$ cat config.mk
export PLATFORM = sky130hd
export DESIGN_NAME = imem_loader
export DESIGN_NICKNAME = d
export VERILOG_FILES = /design/src/rtl/imem_loader_pkg.sv /design/src/rtl/imem_loader_word_assembler.sv /design/src/rtl/imem_loader.sv
export SDC_FILE = /design/constraint.sdc
export NUM_CORES = 1
export LEC_CHECK = 0
export BUFFER_PORTS_ARGS = -buffer_cell sky130_fd_sc_hd__buf_2
export CORE_UTILIZATION = 58
export CTS_CLUSTER_DIAMETER = 50
export DETAILED_ROUTE_END_ITERATION = 8
export PLACE_DENSITY = 0.76
export SLEW_MARGIN = 20
export SYNTH_ARGS = -nofsm -noshare
export SYNTH_HDL_FRONTEND = slang
export SYNTH_SLANG_ARGS = --single-unit
$ cat constraint.sdc
create_clock -name clk -period 2.95 [get_ports clk]
set_input_delay 0.295 -clock clk [delete_from_list [all_inputs] [get_ports clk]]
set_output_delay 0.295 -clock clk [all_outputs]
set_load 0.1 [all_outputs]
$ cat src/rtl/imem_loader_pkg.sv
// Shared types and constants for the boot-time instruction-memory loader.
package imem_loader_pkg;

    localparam int unsigned LEN_BYTES      = 2;
    localparam int unsigned BYTES_PER_WORD = 4;
    localparam int unsigned BIDX_W         = 2;
    localparam int unsigned CNT_W          = 16;
    localparam logic [7:0]  CHK_INIT       = 8'h00;

    typedef enum logic [2:0] {
        IDLE = 3'd0,
        LEN  = 3'd1,
        DATA = 3'd2,
        CHK  = 3'd3,
        DONE = 3'd4,
        ERR  = 3'd5
    } state_t;

    // Append the most significant byte to the three lower bytes already held.
    function automatic logic [31:0] pack_le(input logic [23:0] lower, input logic [7:0] top);
        return {top, lower};
    endfunction

endpackage

$ cat src/rtl/imem_loader_word_assembler.sv
// Little-endian byte-to-word assembler with running XOR checksum.
module word_assembler
    import imem_loader_pkg::*;
(
    input  logic        clk,
    input  logic        rst,
    input  logic        clear,
    input  logic        byte_en,
    input  logic [7:0]  byte_data,
    output logic        word_valid_c,
    output logic [31:0] word_c,
    output logic [7:0]  checksum
);

    logic [BIDX_W-1:0] byte_idx;
    logic [23:0]       low_bytes;

    // The byte that completes a word is merged directly so the word is ready on that edge.
    assign word_valid_c = byte_en && (byte_idx == BIDX_W'(BYTES_PER_WORD - 1));
    assign word_c       = pack_le(low_bytes, byte_data);

    // Shift bytes in from the top so the first byte ends up in bits 7:0; accumulate XOR.
    always_ff @(posedge clk) begin
        if (rst || clear) begin
            byte_idx  <= '0;
            low_bytes <= '0;
            checksum  <= CHK_INIT;
        end else if (byte_en) begin
            byte_idx  <= byte_idx + BIDX_W'(1);
            low_bytes <= {byte_data, low_bytes[23:8]};
            checksum  <= checksum ^ byte_data;
        end
    end

endmodule

$ cat src/rtl/imem_loader.sv
// Streams a length-prefixed, checksummed program image into instruction memory
// and releases the CPU from reset once the image is verified.
module imem_loader
    import imem_loader_pkg::*;
#(
    parameter int unsigned ADDR_W    = 7,
    parameter int unsigned BASE_ADDR = 0
) (
    input  logic              clk,
    input  logic              rst,
    input  logic              start,
    input  logic              in_valid,
    input  logic [7:0]        in_data,
    output logic              in_ready,
    output logic              im_we,
    output logic [ADDR_W-1:0] im_addr,
    output logic [31:0]       im_wdata,
    output logic              cpu_rstn,
    output logic              busy,
    output logic              done,
    output logic              err
);

    localparam logic [CNT_W:0] MAX_WORDS = (CNT_W + 1)'(2 ** ADDR_W);

    state_t           state;
    logic [7:0]       len_lo;
    logic             len_idx;
    logic [CNT_W-1:0] n_words;
    logic [CNT_W-1:0] word_cnt;

    logic             accept_c;
    logic             start_ok_c;
    logic [CNT_W-1:0] len_c;
    logic             word_valid_c;
    logic [31:0]      word_c;
    logic [7:0]       checksum;

    // Ready depends only on state so upstream sees a stable handshake for the whole cycle.
    assign in_ready   = (state == LEN) || (state == DATA) || (state == CHK);
    assign accept_c   = in_valid && in_ready;
    assign start_ok_c = start && ((state == IDLE) || (state == DONE) || (state == ERR));
    assign len_c      = {in_data, len_lo};

    word_assembler u_asm (
        .clk          (clk),
        .rst          (rst),
        .clear        (start_ok_c),
        .byte_en      (accept_c && (state == DATA)),
        .byte_data    (in_data),
        .word_valid_c (word_valid_c),
        .word_c       (word_c),
        .checksum     (checksum)
    );

    // Load sequencer: length, data words, checksum, then terminal DONE/ERR.
    always_ff @(posedge clk) begin
        if (rst) begin
            state    <= IDLE;
            im_we    <= 1'b0;
            im_addr  <= ADDR_W'(BASE_ADDR);
            im_wdata <= '0;
            cpu_rstn <= 1'b0;
            busy     <= 1'b0;
            done     <= 1'b0;
            err      <= 1'b0;
            len_lo   <= '0;
            len_idx  <= 1'b0;
            n_words  <= '0;
            word_cnt <= '0;
        end else begin
            im_we <= 1'b0;
            case (state)
                IDLE, DONE, ERR: begin
                    if (start) begin
                        state    <= LEN;
                        busy     <= 1'b1;
                        cpu_rstn <= 1'b0;
                        done     <= 1'b0;
                        err      <= 1'b0;
                        len_lo   <= '0;
                        len_idx  <= 1'b0;
                        n_words  <= '0;
                        word_cnt <= '0;
                    end
                end
                LEN: begin
                    if (accept_c) begin
                        if (len_idx != 1'(LEN_BYTES - 1)) begin
                            len_lo  <= in_data;
                            len_idx <= 1'b1;
                        end else begin
                            n_words <= len_c;
                            if ({1'b0, len_c} > MAX_WORDS) begin
                                state <= ERR;
                                err   <= 1'b1;
                                busy  <= 1'b0;
                            end else if (len_c == '0) begin
                                state <= CHK;
                            end else begin
                                state <= DATA;
                            end
                        end
                    end
                end
                DATA: begin
                    if (word_valid_c) begin
                        im_we    <= 1'b1;
                        im_wdata <= word_c;
                        im_addr  <= ADDR_W'(BASE_ADDR) + ADDR_W'(word_cnt);
                        word_cnt <= word_cnt + CNT_W'(1);
                        if (word_cnt == n_words - CNT_W'(1)) begin
                            state <= CHK;
                        end
                    end
                end
                CHK: begin
                    if (accept_c) begin
                        busy <= 1'b0;
                        if (in_data == checksum) begin
                            state    <= DONE;
                            done     <= 1'b1;
                            cpu_rstn <= 1'b1;
                        end else begin
                            state <= ERR;
                            err   <= 1'b1;
                        end
                    end
                end
                default: begin
                    state <= IDLE;
                    busy  <= 1'b0;
                end
            endcase
        end
    end

endmodule

==> results.json, run 1 <==
{
  "clock_input_transition_at_the_sequential_cells_of_the_worst_setup_and_hold_paths_ns": 0.06,
  "clock_tree_from_tritoncts": "yes",
  "worstRegToRegCells": 9,
  "critical_path_class": "reg -> reg",
  "status": "finished clean",
  "ir_worst_vdd_mv": 0.405,
  "timing.hold.worst.start": "in_data[6]",
  "tritoncts_num_sinks": 121,
  "postSynthNetCount": 645,
  "hold_path_depth": 3,
  "wl_per_cell_um": 15.4,
  "final.period_utilization_pct": 85.7,
  "post_placement_cell_count": 758,
  "final.setup.tns_ns": 0,
  "htree_num_levels": 4,
  "nets": 687,
  "power.switching_uw": 944,
  "insertedDiodeCount": 0,
  "hold_viol_final": 0,
  "clockBufferDepth": 2,
  "clock.fmax_mhz": 396,
  "cts.hold.buffers_added": 0,
  "first_iter_violations": 252,
  "synth.yosys.warnings": 0,
  "timing.reg2reg.setup_slack_ns": 0.42,
  "fin_cells": 790,
  "worst_ep_arrival_time_ns": 2.98,
  "startpoint_class": "flop",
  "timing.rr.end": "state[1]",
  "clock_network_fraction_of_total_power_pct": 49.5,
  "fraction_of_power_consumed_by_combinational_cells_pct": 5.7,
  "areaGrowthSynthToFinish_pct": 15.9,
  "intPower_uw": 2760,
  "worst_skew_pair.late_latency_ns": 0.53,
  "drive_above_1_share_pct": 14.5,
  "power_per_cell_area_nw_per_um2": 630,
  "floorplan.io_pins": 57,
  "post_synth_instance_area_sq_um": 5070,
  "chip_height_um": 95.5,
  "ys_dominant_reg_cell": "dfxtp_1",
  "synthesis.area_per_instance_sq_um": 8.05,
  "min_to": "im_wdata[30]",
  "synth_edf_count": 0,
  "drv_slew": 0,
  "global_route.usage.total_pct": 28.8,
  "floorplan.initialDensity_pct": 60.8,
  "drv_cap": 0,
  "dieArea_sq_um": 9120,
  "post_cts.repair.setup_buffers": 0,
  "cts_root_buffer": "clkbuf_8",
  "placer_congestion": 0.851,
  "path_type_of_the_worst_min_delay_path": "in -> reg",
  "yosys_register_bits": 121,
  "number_of_distinct_standard_cells_referenced_by_the_synthesized_netlist": 44,
  "maxSlewHeadroom_pct": 35.1,
  "fin_crit_ns": 2.53,
  "ff_to_ff_start": "n_words[0]",
  "power_frac_seq_pct": 44.8,
  "cts.repair.resized": 0,
  "core.rowCount": 33,
  "critical_path_end_type": "flop",
  "first_pass_grt_wire_length_mm": 19.8,
  "placeableCoreArea_sq_um": 8340,
  "tightest_slew_ns": 0.971,
  "synth_seq_area_share_pct": 47.8,
  "antenna_found_initial": 0,
  "detail_route.vias_per_cell": 5.69,
  "die_width_um": 95.5,
  "globalRouteOverflowTotal": 0,
  "critPathMaxFanout": 5,
  "vias": 4498,
  "wl_mm": 12.1,
  "final.setup_skew_ns": 0.00979,
  "number_of_global_route_vias_before_repair": 4055,
  "antenna_violating_nets_post_route": 0,
  "worstPathRequired_ns": 3.40,
  "report.final.setup_viol": 0,
  "hpwlAfterDp_mm": 8.02,
  "largest_net_degree_at_the_start_of_global_routing": 44,
  "drc_errors": 0,
  "unrepaired_setup_endpoints_after_global_routing": "no",
  "switching_share_pct": 25.5,
  "synth_cells": 630,
  "synth_async_sr_flop_share_pct": 0,
  "cts-buffers-inserted": 17,
  "drt_first_pass_iters": 5,
  "power.static_leakage_uw": 0.00222,
  "place.port_buffers": 56
}
-- how the worst max path moves through the flow --
stage / depth (start not counted) / end / slack (ns) / start
after floorplan: 8 / state[1] / 0.58 / n_words[0]
after global placement: 7 / state[1] / 0.50 / n_words[0]
after detailed placement: 9 / state[1] / 0.44 / n_words[0]
after CTS: 9 / state[1] / 0.42 / n_words[0]
after global routing: 9 / state[1] / 0.29 / n_words[0]
final: 9 / state[1] / 0.42 / n_words[0]
-- layer usage --
| metal | vias up | part of all wire (%) | track usage (%) |
|---|---|---|---|
| met5 | - | 0 | 0 |
| met4 | 0 | 1.8 | 10.8 |
| met3 | 23 | 4.5 | 5.90 |
| met2 | 132 | 47 | 46.1 |
| met1 | 2136 | 47 | 38.1 |
| li1 | 2207 | - | - |
-- per-stage QoR --
stage / hold WS (ns) / area [sq um] / setup slack [ns] / utilization (%) / total power [uW]
after floorplan: 0.428 / 5070 / 0.575 / - / 1840
after global placement: 0.438 / 5350 / 0.495 / 64.1 / 1900
after detailed placement: 0.444 / 5350 / 0.436 / 64.1 / 1900
after CTS: 0.0645 / 5880 / 0.417 / 70.4 / 3720
after global routing: 0.0961 / 5880 / 0.292 / 70.4 / 3820
final: 0.0750 / 5880 / 0.422 / 70.4 / 3700
-- synthesized netlist by cell type (2+ instances only) --
cell | count | area, sq um
dfxtp_1 | 121 | 2420
buf_2 | 2 | 10.0
clkbuf_8 | 3 | 41.3
and4_1 | 2 | 17.5
buf_4 | 2 | 15.0
o21ai_0 | 3 | 15.0
clkbuf_1 | 30 | 113
and3_1 | 6 | 37.5
a31oi_1 | 2 | 12.5
or3_1 | 5 | 31.3
buf_1 | 4 | 15.0
a2111oi_0 | 2 | 17.5
nand2b_1 | 5 | 31.3
inv_1 | 5 | 18.8
nor3_1 | 8 | 40.0
o31ai_1 | 3 | 22.5
a21oi_1 | 87 | 435
or4_1 | 4 | 30.0
nand3_1 | 19 | 95.1
ha_1 | 3 | 37.5
nand4_1 | 6 | 37.5
xnor2_1 | 20 | 175
and2_1 | 3 | 18.8
nand2_1 | 155 | 582
a22oi_1 | 16 | 120
o211ai_1 | 4 | 30.0
nor4_1 | 6 | 37.5
xor2_1 | 30 | 263
nor2_1 | 59 | 221
-- final cells by class --
class | instances | area, sq um
Clock buffer | 20 | 435
Clock inverter | 12 | 91.3
Fill cell | 685 | 2460
Inverter | 5 | 18.8
Multi-Input combinational cell | 463 | 2440
Sequential cell | 121 | 2420
Tap cell | 105 | 131
Timing Repair Buffer | 64 | 340
-- power groups by stage --
stage | Combinational (uW) | Sequential (uW) | Clock, uW
6_report | 211 | 1660 | 1830
5_1_grt | 228 | 1660 | 1930
2_1_floorplan | 138 | 1700 | 0
3_5_place_dp | 207 | 1690 | 0
4_1_cts | 209 | 1660 | 1850
3_3_place_gp | 203 | 1690 | 0
-- cell usage in the layout, fill, tap and decap left out, drive strengths merged, types with 2 or more instances in the layout --
cell type / Yosys / layout
a2111oi: 2 / 2
and4: 3 / 3
nor2: 59 / 59
dfxtp: 121 / 121
and2: 4 / 4
or3: 6 / 6
xor2: 30 / 30
clkbuf: 33 / 20
xnor2: 20 / 20
and3: 6 / 6
nand2: 155 / 155
ha: 3 / 3
o21ai: 4 / 4
o31ai: 3 / 3
inv: 5 / 9
or4: 4 / 4
nor3: 8 / 8
a31oi: 2 / 2
clkinvlp: 0 / 5
a22oi: 16 / 16
buf: 8 / 64
nor4: 6 / 6
o211ai: 4 / 4
nand4: 6 / 6
nand2b: 5 / 5
a21oi: 87 / 87
nand3: 19 / 19
clkinv: 0 / 3
-- sequential cells by signal, summed over array words and instances, names as in the netlist --
signal,count
im_wdata,32
err,1
len_idx,1
state,3
len_lo,8
u_asm.byte_idx,2
u_asm.low_bytes,24
done,1
busy,1
u_asm.checksum,8
word_cnt,16
n_words,16
im_addr,7
im_we,1
-- critical path, cell delays in order, from the launching register on --
cell and delay, ns:
dfxtp_1 0.41, inv_1 0.06, ha_1 0.30, xor2_1 0.14, o211ai_1 0.09, or4_1 0.51, a2111oi_0 0.39, and4_4 0.29
o211ai_1 0.08, a31oi_1 0.17
-- kinds of logic after synthesis --
group / after synthesis / share of synthesized area [%]
compound gates: 121 / 13.5
xor+xnor: 50 / 8.64
fa+ha+maj: 3 / 0.740
buf+inv: 46 / 4.19
flops: 121 / 47.8
mux: 2 / 0.419
simple gates: 287 / 24.7
No activity file was read; power rests on OpenSTA's default activity.
==> inputs of run 2 (changes only) <==
--- a/config.mk
+++ b/config.mk
@@ -6,10 +6,10 @@
 export NUM_CORES = 1
 export LEC_CHECK = 0
 export BUFFER_PORTS_ARGS = -buffer_cell sky130_fd_sc_hd__buf_2
-export CORE_UTILIZATION = 58
+export CORE_UTILIZATION = 62
 export CTS_CLUSTER_DIAMETER = 50
 export DETAILED_ROUTE_END_ITERATION = 8
-export PLACE_DENSITY = 0.76
+export PLACE_DENSITY = 0.81
 export SLEW_MARGIN = 20
 export SYNTH_ARGS = -nofsm -noshare
 export SYNTH_HDL_FRONTEND = slang
==> constraint.sdc (replaced) <==
create_clock -name clk -period 3.1 [get_ports clk]
set_input_delay 0.31 -clock clk [delete_from_list [all_inputs] [get_ports clk]]
set_output_delay 0.31 -clock clk [all_outputs]
set_load 0.1 [all_outputs]
==> run 2 against run 1 <==
Against the previous run: clock power barely moved; count of clock-buffer cells in the layout fell by 2; critical path depth did not move; wire length rose by 1.2%; global-route usage rose by 2.2 points; final area rose by 0.53%; utilization rose by 5.2 points; first-iteration DRC count rose by 19%; non-clock buffer count fell by 1; critical endpoint unchanged.
==> results.json, run 2 (synthesis gave the netlist of run 1 again) <==
{
  "status": "finished clean",
  "post_cts.repair.setup_buffers": 0,
  "mostFrequentLayoutCell": "nand2_1",
  "ir_worst_vdd_mv": 0.476,
  "finalWorstSetupSlack_ns": 0.391,
  "place.port_buffers": 56,
  "regMostFlops": "im_wdata",
  "critical_path_cell_count": 9,
  "report.final.setup_viol": 0,
  "timing.critical_path.max_delay_family": "simple AND/OR/NAND/NOR gates",
  "dieArea_sq_um": 8550,
  "vias": 4543,
  "critical_path_end_type": "flop",
  "fin_crit_ns": 2.71,
  "drc_errors": 0,
  "final.period_utilization_pct": 87.4,
  "cts_root_buffer": "clkbuf_8",
  "detail_route.wirelength.met1_mm": 5.33,
  "critPathMaxFanout": 5,
  "drv_cap": 0,
  "largest_net_degree_at_the_start_of_global_routing": 71,
  "drive_above_1_share_pct": 14.6,
  "routed.top_layer": "met4",
  "final.setup_skew_ns": 0.0119,
  "setup.worst_path.end": "state[1]",
  "die_width_um": 92.4,
  "critical_path.cell_chain": "inv_1 -> ha_1 -> xor2_1 -> o211ai_1 -> or4_1 -> a2111oi_0 -> and4_4 -> or3_1 -> a31oi_1",
  "unrepaired_setup_endpoints_after_global_routing": "no",
  "wl_mm": 12.3,
  "timing.reg2reg.setup_slack_ns": 0.39,
  "fin_cells": 786,
  "cts.repair.resized": 0,
  "worst_skew_pair.late_latency_ns": 0.53,
  "global_route.usage.total_pct": 31.0,
  "placeableCoreArea_sq_um": 7810,
  "hold_viol_final": 0,
  "clock_input_transition_at_the_sequential_cells_of_the_worst_setup_and_hold_paths_ns": 0.06,
  "floorplan.initialDensity_pct": 65.0,
  "hpwlAfterDp_mm": 8.15,
  "timing.rr.end": "state[1]",
  "maxSlewHeadroom_pct": 34.9,
  "final.setup.tns_ns": 0,
  "core.rowCount": 32,
  "clock.fmax_mhz": 369,
  "areaGrowthSynthToFinish_pct": 16.5,
  "power_per_cell_area_nw_per_um2": 612,
  "detail_route.vias_per_cell": 5.78,
  "power.static_leakage_uw": 0.00224,
  "antenna_violating_nets_post_route": 0,
  "wl_per_cell_um": 15.6,
  "tritoncts_num_sinks": 121,
  "preCtsSetupSlack_ns": 0.481,
  "htree_num_levels": 4,
  "largest_register_ffs": 32,
  "first_iter_violations": 300,
  "nets": 686,
  "chip_height_um": 92.4,
  "drt_first_pass_iters": 4,
  "drv_slew": 0,
  "startpoint_class": "flop",
  "placer_congestion": 0.868,
  "globalRouteOverflowTotal": 0,
  "insertedDiodeCount": 0,
  "worstRegToRegCells": 9,
  "layout_top_registers": "im_wdata x32, u_asm.low_bytes x24",
  "tightest_slew_ns": 0.973,
  "cp.buffers_inverters": 1,
  "critPathSlowestCell": "or4_1",
  "worstPathRequired_ns": 3.47,
  "routed-wl-met2_mm": 6.02,
  "cts.hold.buffers_added": 0,
  "path_type_of_the_worst_min_delay_path": "in -> reg",
  "number_of_global_route_vias_before_repair": 4297,
  "met3_wirelength_um": 775,
  "ff_to_ff_start": "n_words[0]",
  "post_placement_cell_count": 754,
  "worst_ep_arrival_time_ns": 3.08,
  "crit_start": "n_words[0]",
  "clock_tree_from_tritoncts": "yes",
  "cpPeakStageDelay_ns": 0.52,
  "fillerInstances": 599,
  "cts-buffers-inserted": 17,
  "floorplan.io_pins": 57,
  "layout_common_cells": "155 x nand2_1, 121 x dfxtp_1, 87 x a21oi_1",
  "first_pass_grt_wire_length_mm": 20.7,
  "antenna_found_initial": 0,
  "clockBufferDepth": 2,
  "critical_path_class": "reg -> reg"
}
==> run 2: changes by cell type in the layout (fill, tap and decap cells not counted), sizes merged <==
cell	change
inv	+5
clkbuf	-2
clkinvlp	-2
buf	-1
clkinv	-1
==> run 2: area by class of cell <==
class	count	area, sq um	share of cell area (%)
clock buffers	18	428	7.24
clock inverters	14	129	2.18
inverters	5	18.8	0.318
multi-input cells	463	2440	41.2
flip-flops and latches	121	2420	41.0
well taps	102	128	2.16
repair buffers	63	345	5.85
==> run 2: stage by stage <==
| stage | area, sq um | power (uW) | utilization, % | hold slack [ns] |
|---|---|---|---|---|
| floorplan | 5070 | 1750 | - | 0.432 |
| global placement | 5350 | 1800 | 68.5 | 0.440 |
| detailed placement | 5350 | 1810 | 68.5 | 0.443 |
| CTS | 5910 | 3620 | 75.7 | 0.0883 |
| global route | 5910 | 3720 | 75.7 | 0.105 |
| finish | 5910 | 3610 | 75.7 | 0.0961 |
==> run 2: worst min path at each step <==
stage	slack (ns)	cells past startpoint	from	endpoint
3_5_place_dp	0.44	2	im_addr[6]	im_addr[6]
5_1_grt	0.10	3	in_data[3]	im_wdata[27]
4_1_cts	0.09	3	in_data[3]	im_wdata[27]
6_report	0.1	3	in_data[3]	im_wdata[27]
3_3_place_gp	0.44	2	im_wdata[24]	im_wdata[24]
2_1_floorplan	0.43	2	u_asm.low_bytes[0]	im_wdata[0]
==> run 2: worst reg2reg max path, delay by kind of cell (launching register included) <==
kind | cells | cell delay (ns)
buf+inv | 1 | 0.07
flops | 1 | 0.40
fa+ha+maj | 1 | 0.30
simple gates | 3 | 0.97
xor+xnor | 1 | 0.14
compound gates | 3 | 0.69
==> run 2: power breakdown <==
part           leakage [uW]  total [uW]  switching (uW)  internal, uW
Sequential         0.000975        1580            11.0          1570
Clock              0.000267        1830             796          1040
Combinational       0.00100         201             149          51.3
==> run 2: routing by layer <==
metal / GRT usage [%] / vias up
li1: - / 2213
met1: 40.6 / 2153
met2: 49.9 / 161
met3: 7.14 / 16
met4: 10.8 / 0
met5: 0 / -
==> inputs of run 3 (changes only) <==
--- a/config.mk
+++ b/config.mk
@@ -5,11 +5,12 @@
 export SDC_FILE = /design/constraint.sdc
 export NUM_CORES = 1
 export LEC_CHECK = 0
+export ABC_AREA = 1
 export BUFFER_PORTS_ARGS = -buffer_cell sky130_fd_sc_hd__buf_2
-export CORE_UTILIZATION = 62
+export CORE_UTILIZATION = 63
 export CTS_CLUSTER_DIAMETER = 50
 export DETAILED_ROUTE_END_ITERATION = 8
-export PLACE_DENSITY = 0.81
+export PLACE_DENSITY = 0.82
 export SLEW_MARGIN = 20
 export SYNTH_ARGS = -nofsm -noshare
 export SYNTH_HDL_FRONTEND = slang
==> run 3 against run 2 <==
Against the previous run: clock power about the same; power is 9.6% higher; register-to-register slack gained 0.29 ns; count of clock-buffer cells in the layout unchanged; sequential power up 4%; largest power group unchanged.
==> results.json, run 3 <==
{
  "timing.rr.end": "word_cnt[11]",
  "clockBufferDepth": 2,
  "tightest_slew_ns": 0.506,
  "antenna_found_initial": 0,
  "dieArea_sq_um": 8820,
  "die_width_um": 93.9,
  "ys_top_cells_by_area": "dfxtp_1 46%, nand2_1 14%, a21oi_1 7.8%, o21ai_0 5.6%, nor2_1 5.1%",
  "power.switching_uw": 1130,
  "tritoncts_num_sinks": 121,
  "place.port_buffers": 56,
  "first_iter_violations": 355,
  "largest_register_ffs": 32,
  "hpwlAfterDp_mm": 9.09,
  "clock.fmax_mhz": 414,
  "report.final.setup_viol": 0,
  "core.rowCount": 33,
  "placeableCoreArea_sq_um": 8180,
  "cp.buffers_inverters": 1,
  "clock_tree_from_tritoncts": "yes",
  "htree_num_levels": 4,
  "drv_cap": 0,
  "path_type_of_the_worst_min_delay_path": "in -> reg",
  "power.static_leakage_uw": 0.00276,
  "worst_ep_arrival_time_ns": 2.81,
  "post_cts.repair.setup_buffers": 0,
  "synthesis.area_per_instance_sq_um": 7.13,
  "chip_height_um": 93.9,
  "detail_route.vias_per_cell": 5.63,
  "postSynthNetCount": 762,
  "layout_common_cells": "199 x nand2_1, 121 x dfxtp_1, 83 x a21oi_1",
  "drv_slew": 0,
  "post-synth-top-count-cell": "nand2_1",
  "mostFrequentLayoutCell": "nand2_1",
  "antenna_violating_nets_post_route": 0,
  "floorplan.initialDensity_pct": 65.1,
  "timing.critical_path.max_delay_family": "simple AND/OR/NAND/NOR gates",
  "clock_network_fraction_of_total_power_pct": 47.1,
  "areaGrowthSynthToFinish_pct": 16.8,
  "synth.yosys.warnings": 0,
  "critPathSlowestCell": "dfxtp_1",
  "cpPeakStageDelay_ns": 0.47,
  "hold_viol_final": 0,
  "number_of_global_route_vias_before_repair": 4613,
  "worstRegToRegCells": 12,
  "wl_mm": 13.7,
  "critical_path.most_common_cell": "nand2_4",
  "hold_path_depth": 3,
  "synth_top_area_cell": "dfxtp_1",
  "drt_first_pass_iters": 7,
  "fin_cells": 916,
  "status": "finished clean",
  "synth_edf_count": 0,
  "maxSlewHeadroom_pct": 66.2,
  "timing.reg2reg.setup_slack_ns": 0.69,
  "critical_path.cell_chain": "nand2_2 -> nor2_4 -> nand2_4 -> clkinv_2 -> nand2_4 -> nand2_4 -> nand3_2 -> nor2_1 -> nand2_1 -> nor2_2 -> and3_1 -> nor3_2",
  "min_to": "im_wdata[26]",
  "switching_share_pct": 28.6,
  "number_of_distinct_standard_cells_referenced_by_the_synthesized_netlist": 34,
  "power_per_cell_area_nw_per_um2": 637,
  "synth_async_sr_flop_share_pct": 0,
  "power_frac_seq_pct": 41.6,
  "synth.top_cell.area_share_pct": 45.5,
  "wl_per_cell_um": 14.9,
  "synth_seq_area_share_pct": 45.5,
  "cts_root_buffer": "clkbuf_8",
  "drive_above_1_share_pct": 14.5,
  "ff_to_ff_start": "state[1]",
  "globalRouteOverflowTotal": 0,
  "timing.hold.worst.start": "in_data[2]",
  "final.period_utilization_pct": 77.9,
  "synth_commonest_cells": "199 x nand2_1, 121 x dfxtp_1, 83 x a21oi_1",
  "clock_input_transition_at_the_sequential_cells_of_the_worst_setup_and_hold_paths_ns": 0.06,
  "worstPathRequired_ns": 3.50,
  "critical_path_end_type": "flop",
  "largest_net_degree_at_the_start_of_global_routing": 43,
  "unrepaired_setup_endpoints_after_global_routing": "no",
  "synth_cells": 747,
  "crit_start": "state[1]",
  "yosys_register_bits": 121,
  "critical_path_class": "reg -> reg",
  "vias": 5160,
  "regMostFlops": "im_wdata",
  "insertedDiodeCount": 0,
  "startpoint_class": "flop",
  "final.setup.tns_ns": 0,
  "placer_congestion": 0.956,
  "cts.repair.resized": 0,
  "critPathMaxFanout": 36,
  "intPower_uw": 2830,
  "cts-buffers-inserted": 17,
  "post_synth_instance_area_sq_um": 5320,
  "drc_errors": 0,
  "global_route.usage.total_pct": 32.4,
  "nets": 813,
  "hold-worst-slack_ns": 0.0687,
  "layout_top_registers": "im_wdata x32, u_asm.low_bytes x24",
  "fin_crit_ns": 2.41,
  "ir_worst_vdd_mv": 0.438,
  "fraction_of_power_consumed_by_combinational_cells_pct": 11.3,
  "floorplan.io_pins": 57,
  "post_placement_cell_count": 884,
  "cts.hold.buffers_added": 0,
  "first_pass_grt_wire_length_mm": 22.1,
  "ys_dominant_reg_cell": "dfxtp_1",
  "final.setup_skew_ns": 0.00926,
  "worst_skew_pair.late_latency_ns": 0.52
}
## run 3: cell count changes in the layout (fill, tap and decap cells not counted), moves of 6 or more
cell,before,now
o21ai_0,3,60
inv_1,5,58
nand2_1,155,199
nand3_1,19,47
xor2_1,30,9
a22oi_1,16,0
nor2_1,59,72
xnor2_1,20,11
nor2_2,0,6
## run 3: final cells by class
type | count | area [sq um]
Clock inverter | 14 | 139
Tap cell | 105 | 131
Sequential cell | 121 | 2420
Inverter | 65 | 245
Clock buffer | 18 | 428
Fill cell | 603 | 1960
Multi-Input combinational cell | 532 | 2530
Timing Repair Buffer | 61 | 318
## run 3: routing by layer
| metal | vias to the layer above | global-route usage, % | routed length [um] |
|---|---|---|---|
| met3 | 52 | 6.80 | 928 |
| met5 | - | 0 | 0 |
| met4 | 0 | 16.9 | 515 |
| met2 | 232 | 52.3 | 6330 |
| li1 | 2533 | - | - |
| met1 | 2343 | 40.7 | 5880 |
## run 3: cells by family after synthesis
kind of cell	synth area share (%)
compound gates	14.8
xor+xnor	3.29
fa+ha+maj	0.705
buf+inv	6.91
flops	45.5
simple gates	28.8
## run 3: power groups by stage
stage	Combinational, uW	Sequential, uW	Clock [uW]
floorplan	327	1700	0
global placement	423	1680	0
detailed placement	437	1680	0
CTS	442	1650	1870
global route	498	1650	1940
finish	448	1650	1860
## run 3: worst max path at each step
stage | endpoint | slack, ns | depth (start not counted)
floorplan | state[1] | 1.31 | 12
global placement | word_cnt[11] | 0.90 | 12
detailed placement | word_cnt[11] | 0.74 | 12
CTS | word_cnt[11] | 0.73 | 12
global route | word_cnt[14] | 0.53 | 14
finish | word_cnt[11] | 0.69 | 12
## run 3: through the flow
step	cell area, sq um	total power, uW	util, %	setup WS (ns)
floorplan	5320	2020	-	1.31
global placement	5650	2100	69.1	0.899
detailed placement	5650	2120	69.1	0.742
CTS	6220	3950	76.0	0.726
global route	6220	4090	76.0	0.534
finish	6220	3960	76.0	0.686
## run 3: worst reg2reg max path: stages (launching register included)
cell	delay, ns
dfxtp_1	0.47
nand2_2	0.14
nor2_4	0.16
nand2_4	0.21
clkinv_2	0.13
nand2_4	0.23
nand2_4	0.25
nand3_2	0.10
nor2_1	0.11
nand2_1	0.11
nor2_2	0.15
and3_1	0.18
nor3_2	0.04
